### config.mk
export PLATFORM = sky130hd
export DESIGN_NAME = mem_bridge_flat
export DESIGN_NICKNAME = d
export VERILOG_FILES = /design/src/rtl/mem_bridge_if.sv /design/src/rtl/mem_bridge.sv /design/src/flat_wrapper.sv
export SDC_FILE = /design/constraint.sdc
export NUM_CORES = 1
export LEC_CHECK = 0
export ABC_AREA = 1
export CAP_MARGIN = 20
export CORE_MARGIN = 2
export CORE_UTILIZATION = 38
export DETAILED_ROUTE_END_ITERATION = 12
export GPL_TIMING_DRIVEN = 1
export PLACE_DENSITY = 0.89
export REMOVE_ABC_BUFFERS = 1
export SYNTH_ARGS = -nofsm -noshare
export SYNTH_HDL_FRONTEND = slang
export SYNTH_SLANG_ARGS = --single-unit
### constraint.sdc
create_clock -name clk -period 4.1 [get_ports clk]
set_input_delay 0.82 -clock clk [delete_from_list [all_inputs] [get_ports clk]]
set_output_delay 0.82 -clock clk [all_outputs]
set_load 0.05 [all_outputs]
### src/rtl/mem_bridge_if.sv
// mem_bridge_if: bundle of the CPU-side strobes/status and the req/ack bus
// used by mem_bridge.
//   slave  modport : the bridge itself. It sees the CPU requests and the bus
//                    responses, and drives stall, instr/op/funct, mdr,
//                    bus_err and the bus request side.
//   master modport : the environment (CPU + memory) driving the bridge.
// Parameters: ADDR_W (address width), DATA_W (data width).
interface mem_bridge_if #(
  parameter int ADDR_W = 32,
  parameter int DATA_W = 32
);
  // CPU side
  logic              cpu_rd;
  logic              cpu_wr;
  logic              cpu_ir;
  logic [ADDR_W-1:0] cpu_addr;
  logic [DATA_W-1:0] cpu_wdata;
  logic              stall;
  logic [DATA_W-1:0] instr;
  logic [5:0]        op;
  logic [5:0]        funct;
  logic [DATA_W-1:0] mdr;
  logic              bus_err;
  // Memory bus side
  logic              bus_req;
  logic              bus_we;
  logic [ADDR_W-1:0] bus_addr;
  logic [DATA_W-1:0] bus_wdata;
  logic              bus_ack;
  logic [DATA_W-1:0] bus_rdata;

  modport slave (
    input  cpu_rd, cpu_wr, cpu_ir, cpu_addr, cpu_wdata, bus_ack, bus_rdata,
    output stall, instr, op, funct, mdr, bus_err,
           bus_req, bus_we, bus_addr, bus_wdata
  );

  modport master (
    output cpu_rd, cpu_wr, cpu_ir, cpu_addr, cpu_wdata, bus_ack, bus_rdata,
    input  stall, instr, op, funct, mdr, bus_err,
           bus_req, bus_we, bus_addr, bus_wdata
  );
endinterface

### src/rtl/mem_bridge.sv
// mem_bridge: memory-side stage of the multicycle CPU. Converts the CPU's
// level read/write strobes into one req/ack bus transfer with any number of
// wait states, holds the instruction register (op/funct decode slices) and
// the memory data register, and stalls the CPU until the transfer finishes.
// Ports:
//   clk   : rising-edge clock
//   reset : asynchronous, active-high; aborts any transfer in flight
//   mb    : mem_bridge_if.slave (CPU strobes/status and bus req/ack)
// Parameters: ADDR_W, DATA_W, TIMEOUT (REQ cycles before bus error).
// Optional feature: define MEM_BRIDGE_TIMEOUT_EN to enable the bus timeout
// (ERR state, sticky bus_err). Without it REQ waits forever, bus_err = 0.
module mem_bridge #(
  parameter int ADDR_W  = 32,
  parameter int DATA_W  = 32,
  parameter int TIMEOUT = 255
) (
  input logic       clk,
  input logic       reset,
  mem_bridge_if.slave mb
);

  typedef enum logic [1:0] {IDLE = 2'd0, REQ = 2'd1, DONE = 2'd2, ERR = 2'd3} state_t;

  state_t            state_reg, state_next;
  logic [ADDR_W-1:0] addr_reg;
  logic [DATA_W-1:0] wdata_reg;
  logic [DATA_W-1:0] instr_reg;
  logic [DATA_W-1:0] mdr_reg;
  logic              we_reg;
  logic              ir_reg;
  logic              cpu_req;
  logic              timeout_hit;

  assign cpu_req = mb.cpu_rd | mb.cpu_wr;

`ifdef MEM_BRIDGE_TIMEOUT_EN
  localparam int CNT_W = $clog2(TIMEOUT + 1);
  logic [CNT_W-1:0] wait_cnt_reg;

  // Cleared while IDLE, which is the only way into REQ, so every transfer
  // starts counting from zero.
  always_ff @(posedge clk or posedge reset) begin
    if (reset) begin
      wait_cnt_reg <= '0;
    end else if (state_reg == IDLE) begin
      wait_cnt_reg <= '0;
    end else if (state_reg == REQ && !mb.bus_ack) begin
      wait_cnt_reg <= wait_cnt_reg + 1'b1;
    end
  end

  // Counter would reach TIMEOUT at this edge: that is the last REQ cycle.
  assign timeout_hit = (state_reg == REQ) && (wait_cnt_reg == CNT_W'(TIMEOUT - 1));
`else
  logic timeout_unused;
  assign timeout_hit    = 1'b0;
  assign timeout_unused = (TIMEOUT == 0);
`endif

  // State register
  always_ff @(posedge clk or posedge reset) begin
    if (reset) begin
      state_reg <= IDLE;
    end else begin
      state_reg <= state_next;
    end
  end

  // Next-state logic; ack has priority over the timeout.
  always_comb begin
    state_next = state_reg;
    case (state_reg)
      IDLE: if (cpu_req) state_next = REQ;
      REQ: begin
        if (mb.bus_ack) begin
          state_next = DONE;
        end else if (timeout_hit) begin
          state_next = ERR;
        end
      end
      DONE:    state_next = IDLE;
      ERR:     state_next = ERR;
      default: state_next = IDLE;
    endcase
  end

  // Output logic. bus_req is decoded from state so reset drops it at once.
  always_comb begin
    mb.stall   = 1'b0;
    mb.bus_req = 1'b0;
    mb.bus_err = 1'b0;
    case (state_reg)
      IDLE: mb.stall = cpu_req;
      REQ: begin
        mb.stall   = 1'b1;
        mb.bus_req = 1'b1;
      end
      ERR: begin
        mb.stall = 1'b1;
`ifdef MEM_BRIDGE_TIMEOUT_EN
        mb.bus_err = 1'b1;
`endif
      end
      default: ;
    endcase
  end

  // Request latch and read-data capture.
  always_ff @(posedge clk or posedge reset) begin
    if (reset) begin
      addr_reg  <= '0;
      wdata_reg <= '0;
      we_reg    <= 1'b0;
      ir_reg    <= 1'b0;
      instr_reg <= '0;
      mdr_reg   <= '0;
    end else begin
      if (state_reg == IDLE && cpu_req) begin
        addr_reg  <= mb.cpu_addr;
        wdata_reg <= mb.cpu_wdata;
        we_reg    <= mb.cpu_wr;
        ir_reg    <= mb.cpu_ir & ~mb.cpu_wr;  // write wins over a simultaneous read
      end
      if (state_reg == REQ && mb.bus_ack && !we_reg) begin
        if (ir_reg) begin
          instr_reg <= mb.bus_rdata;
        end else begin
          mdr_reg <= mb.bus_rdata;
        end
      end
    end
  end

  assign mb.bus_we    = we_reg;
  assign mb.bus_addr  = addr_reg;
  assign mb.bus_wdata = wdata_reg;
  assign mb.instr     = instr_reg;
  assign mb.mdr       = mdr_reg;
  assign mb.op        = instr_reg[31:26];
  assign mb.funct     = instr_reg[5:0];

endmodule

### src/flat_wrapper.sv
// flat-port wrapper written by rule: the top's interface ports become plain ports
module mem_bridge_flat 
#(
  parameter int ADDR_W  = 32,
  parameter int DATA_W  = 32,
  parameter int TIMEOUT = 255
)
  (clk, reset, mb_cpu_rd, mb_cpu_wr, mb_cpu_ir, mb_cpu_addr, mb_cpu_wdata, mb_bus_ack, mb_bus_rdata, mb_stall, mb_instr, mb_op, mb_funct, mb_mdr, mb_bus_err, mb_bus_req, mb_bus_we, mb_bus_addr, mb_bus_wdata);
  mem_bridge_if #(.ADDR_W(ADDR_W), .DATA_W(DATA_W)) mb_i ();
  input logic clk;
  input logic reset;
  input wire logic [$bits(mb_i.cpu_rd)-1:0] mb_cpu_rd;
  input wire logic [$bits(mb_i.cpu_wr)-1:0] mb_cpu_wr;
  input wire logic [$bits(mb_i.cpu_ir)-1:0] mb_cpu_ir;
  input wire logic [$bits(mb_i.cpu_addr)-1:0] mb_cpu_addr;
  input wire logic [$bits(mb_i.cpu_wdata)-1:0] mb_cpu_wdata;
  input wire logic [$bits(mb_i.bus_ack)-1:0] mb_bus_ack;
  input wire logic [$bits(mb_i.bus_rdata)-1:0] mb_bus_rdata;
  output wire logic [$bits(mb_i.stall)-1:0] mb_stall;
  output wire logic [$bits(mb_i.instr)-1:0] mb_instr;
  output wire logic [$bits(mb_i.op)-1:0] mb_op;
  output wire logic [$bits(mb_i.funct)-1:0] mb_funct;
  output wire logic [$bits(mb_i.mdr)-1:0] mb_mdr;
  output wire logic [$bits(mb_i.bus_err)-1:0] mb_bus_err;
  output wire logic [$bits(mb_i.bus_req)-1:0] mb_bus_req;
  output wire logic [$bits(mb_i.bus_we)-1:0] mb_bus_we;
  output wire logic [$bits(mb_i.bus_addr)-1:0] mb_bus_addr;
  output wire logic [$bits(mb_i.bus_wdata)-1:0] mb_bus_wdata;
  assign mb_i.cpu_rd = mb_cpu_rd;
  assign mb_i.cpu_wr = mb_cpu_wr;
  assign mb_i.cpu_ir = mb_cpu_ir;
  assign mb_i.cpu_addr = mb_cpu_addr;
  assign mb_i.cpu_wdata = mb_cpu_wdata;
  assign mb_i.bus_ack = mb_bus_ack;
  assign mb_i.bus_rdata = mb_bus_rdata;
  assign mb_stall = mb_i.stall;
  assign mb_instr = mb_i.instr;
  assign mb_op = mb_i.op;
  assign mb_funct = mb_i.funct;
  assign mb_mdr = mb_i.mdr;
  assign mb_bus_err = mb_i.bus_err;
  assign mb_bus_req = mb_i.bus_req;
  assign mb_bus_we = mb_i.bus_we;
  assign mb_bus_addr = mb_i.bus_addr;
  assign mb_bus_wdata = mb_i.bus_wdata;
  mem_bridge #(.ADDR_W(ADDR_W), .DATA_W(DATA_W), .TIMEOUT(TIMEOUT)) u_core (.clk(clk), .reset(reset), .mb(mb_i));
endmodule
# == Yosys cells after proc, flatten, opt, wreduce, memory -nomap -nowiden ==
# Cells that the tools add are included.
# classes
n_eq_ne,5
mux,5
n_bitwise,4
reduce_logical,9
# ops
op,count
$pmux W2 S4,1
$reduce_and A2 Y1,3
$eq A2 B2 Y1 const B,2
$mux W2,2
$logic_and A1 B1 Y1,3
$eq A2 B1 Y1 const B,1
$logic_not A2 Y1,1
$ne A2 B1 Y1 const B,1
$ne A2 B2 Y1 const B,1
$not A1 Y1,2
$pmux W1 S2,1
$reduce_or A2 Y1,1
$and A1 B1 Y1,1
$logic_not A1 Y1,1
$mux W1,1
$or A1 B1 Y1,1
# word_totals
ff_bits,132
inputBits,102
out_inout_bits,144
word_cells,30

# == Depth between registers and ports, before layout ==
# depth
ltp_word,4
mapped_depth,8

# == Worst setup path after synthesis ==
# No wires, ideal clock.
# synth_timing
path_kind,register -> output
startpoint,reg u_core.state_reg[1]
endpoint,out mb_stall
arrival_ns,1.901
required_ns,3.280
path_slack_ns,1.379
stages_incl_launch_ff,5
path_buffers,0
cell_sequence,dfrtp_1 inv_1 ha_1 nor2_1 a21oi_1
# synth_between
elab_chain_cells,3
word_cells_on_any_way,5
# synth_lines
element,line_no,rtl
"start, declared",mem_bridge.sv:24,"state_t state_reg, state_next;"
"start signal, assigned",mem_bridge.sv:65,state_reg <= state_next;
$eq A2 B2 Y1 or $eq A2 B1 Y1 (tied branches),mem_bridge.sv:92,case (state_reg)
$reduce_or A2 Y1 (no line),n/a,
$pmux W1 S2 *,mem_bridge.sv:92,
"end, declared",flat_wrapper.sv:19,output wire logic [$bits(mb_i.stall)-1:0] mb_stall;
# Every way passes the cells marked *; elsewhere a longest branch is shown, timed or not.

# == Worst setup path in the final report ==
# layout_timing
startpoint,in mb_cpu_wr
endpoint,out mb_stall
# layout_between
elab_chain_cells,2
# layout_lines
element,line_no,rtl
"start, declared",flat_wrapper.sv:13,input wire logic [$bits(mb_i.cpu_wr)-1:0] mb_cpu_wr;
$or A1 B1 Y1,mem_bridge.sv:34,assign cpu_req = mb.cpu_rd | mb.cpu_wr;
$pmux W1 S2,mem_bridge.sv:92,
# No other way between the ends.

==> metrics.yaml <==
outcome: "finished clean"
fmax_mhz: 304
yosysWarnings: 0
synthArstFlopShare_pct: 100
clock_sinks: 132
core-area_um2: 13900
startpoint: "mb_cpu_wr"
synth_seq_cells: 132
tightest_slew_ns: 0.925
placed_cells: 984
fillCellCount: 1074
final_nets: 929
syn2layout_area_growth_pct: 56.5
tritoncts: "built"
synth.largest_area_cell: "dfrtp_1"
track_usage_pct: 19.7
ant_nets: 0
cp_max_fo: 3
port_buffers: 244
fp.dieH_um: 123
min_period_ns: 3.29
h-tree-depth: 4
end_kind: "output pin"
hpwl_um: 10400
grt_pass1_wl_um: 23100
fin_tns_setup_ns: 0
synth_edf_count: 0
hp-class: "flip-flop to flip-flop"
min_from: "u_core.mb.instr[9]"
timing_worst_setup_path_type: "input port to output pin"
reg2reg_slack_ns: 1.84
grt_overflow: 0
grt_max_degree: 111
cp-start-kind: "input port"
die-width_um: 123
drive_gt1_share_pct: 5.14
io_pins: 246
seq_area_um2: 3300
timing.slew.headroom_pct: 38.4
cp.arrival_ns: 2.47
via_per_inst: 4.69
start_util_pct: 38.9
clk_pin_slew_ns: 0.05
hold_buffers: 0
drt_iter0_drc: 293
synth_common_cells: "206 x nand2_1, 132 x dfrtp_1, 71 x inv_1"
final-hold-violation-count: 0
drc: 0
yosys-top-cells-area: "dfrtp_1 61%, nand2_1 14%, nand3_1 6.0%"
cp.required_ns: 3.28
reg2reg_from: "u_core.state_reg[0]"
insertion_delay_ns: 0.41
synth_flop_cell: "dfrtp_1"
synth.most_common_cell: "nand2_1"
insertedDiodeCount: 0
routedWlPerCell_um: 14.4
rsz0062_at_grt: "no"
post_cts_resized: 0
routed_wl_um: 14600
slew_viol_final: 0
synth_cell_type_count: 17
avgSynthCellArea_um2: 9.07
synthCells: 598
rows: 43
maxCapViolations: 0
drt-pass1-iter-count: 6
syn-cell-area_um2: 5420
yosys.area.top_type_share_pct: 60.9
finalSetupViolCount: 0
yosysSeqAreaShare_pct: 60.9
postCtsSetupRepairBufs: 0
cts_buffer_depth: 2
cts_inserted_buffers: 17
fp.dieArea_um2: 15200
gp_congestion: 0.813
multi_input_area_um2: 1530
cts_root_buf: "clkbuf_16"
finalNonFillerCells: 1016
antenna_found_initial: 0
finalCritPeriodShare_pct: 80.3
worst_clock_skew_ns: 0.00926
grt_pass1_vias: 4709
vias: 4770
==> worst paths after layout <==
path | end | cells after the start
min in group asynchronous | u_core.mb.bus_addr[21] | 2
worst max register to register | u_core.mb.bus_addr[1] | 6
worst min register to register | u_core.mb.instr[9] | 2
max in group asynchronous | u_core.mb.mdr[5] | 3
worst min-delay path | u_core.mb.instr[9] | 2
worst max-delay path | mb_stall | 4
==> placed cells by master (no fill, tap or decap), types with 2 or more instances in the layout <==
master and n:
clkbuf_8 3, clkbuf_16 17, clkinv_2 2, nand3_1 65
nor2_1 3, clkinv_4 5, clkdlybuf4s50_1 244, inv_1 70
o21ai_0 41, ha_1 4, dfrtp_1 132, o21ai_1 25
buf_4 7, bufinv_16 3, nand2_1 206
==> worst max-delay path: stages <==
cell and delay (ns):
clkdlybuf4s50_1 0.55, o21ai_4 0.08, a21oi_1 0.15, clkdlybuf4s50_1 0.87
==> routing by layer <==
metal | routed length [µm] | global-route usage (%)
met1 | 5660 | 22.7
met2 | 7020 | 32.3
met3 | 1560 | 7.75
met4 | 372 | 9.09
met5 | 0 | 0
==> final cells by class <==
cell class	instances	share of cell area, %
sequential	132	38.9
timing repair buffer	253	30.0
tap	180	2.65
inverter	71	3.17
clock buffer	21	5.54
multi-input combinational	348	18.0
clock inverter	11	1.78
==> metrics by stage <==
step	setup WS (ns)	hold WS (ns)	cell area, µm²	util [%]
finish	0.809	0.469	8490	60.9
global placement	0.790	0.453	7840	56.3
global route	0.736	0.491	8490	60.9
CTS	0.772	0.472	8490	60.9
detailed placement	0.788	0.459	7870	56.5
floorplan	-0.246	0.490	5090	-
==> logic make-up after synthesis <==
| kind of cell | count (synthesis) | synth area share (%) |
|---|---|---|
| AO/OA/AOI/OAI | 68 | 6.48 |
| adder cells (fa/ha/maj) | 4 | 0.923 |
| buffers and inverters | 118 | 11.0 |
| flip-flops | 132 | 60.9 |
| other | 1 | 0.0692 |
| AND/OR/NAND/NOR | 275 | 20.6 |
Power is not shown: default switching activity piles up to over one toggle a cycle in this logic, so the estimate is an artifact.
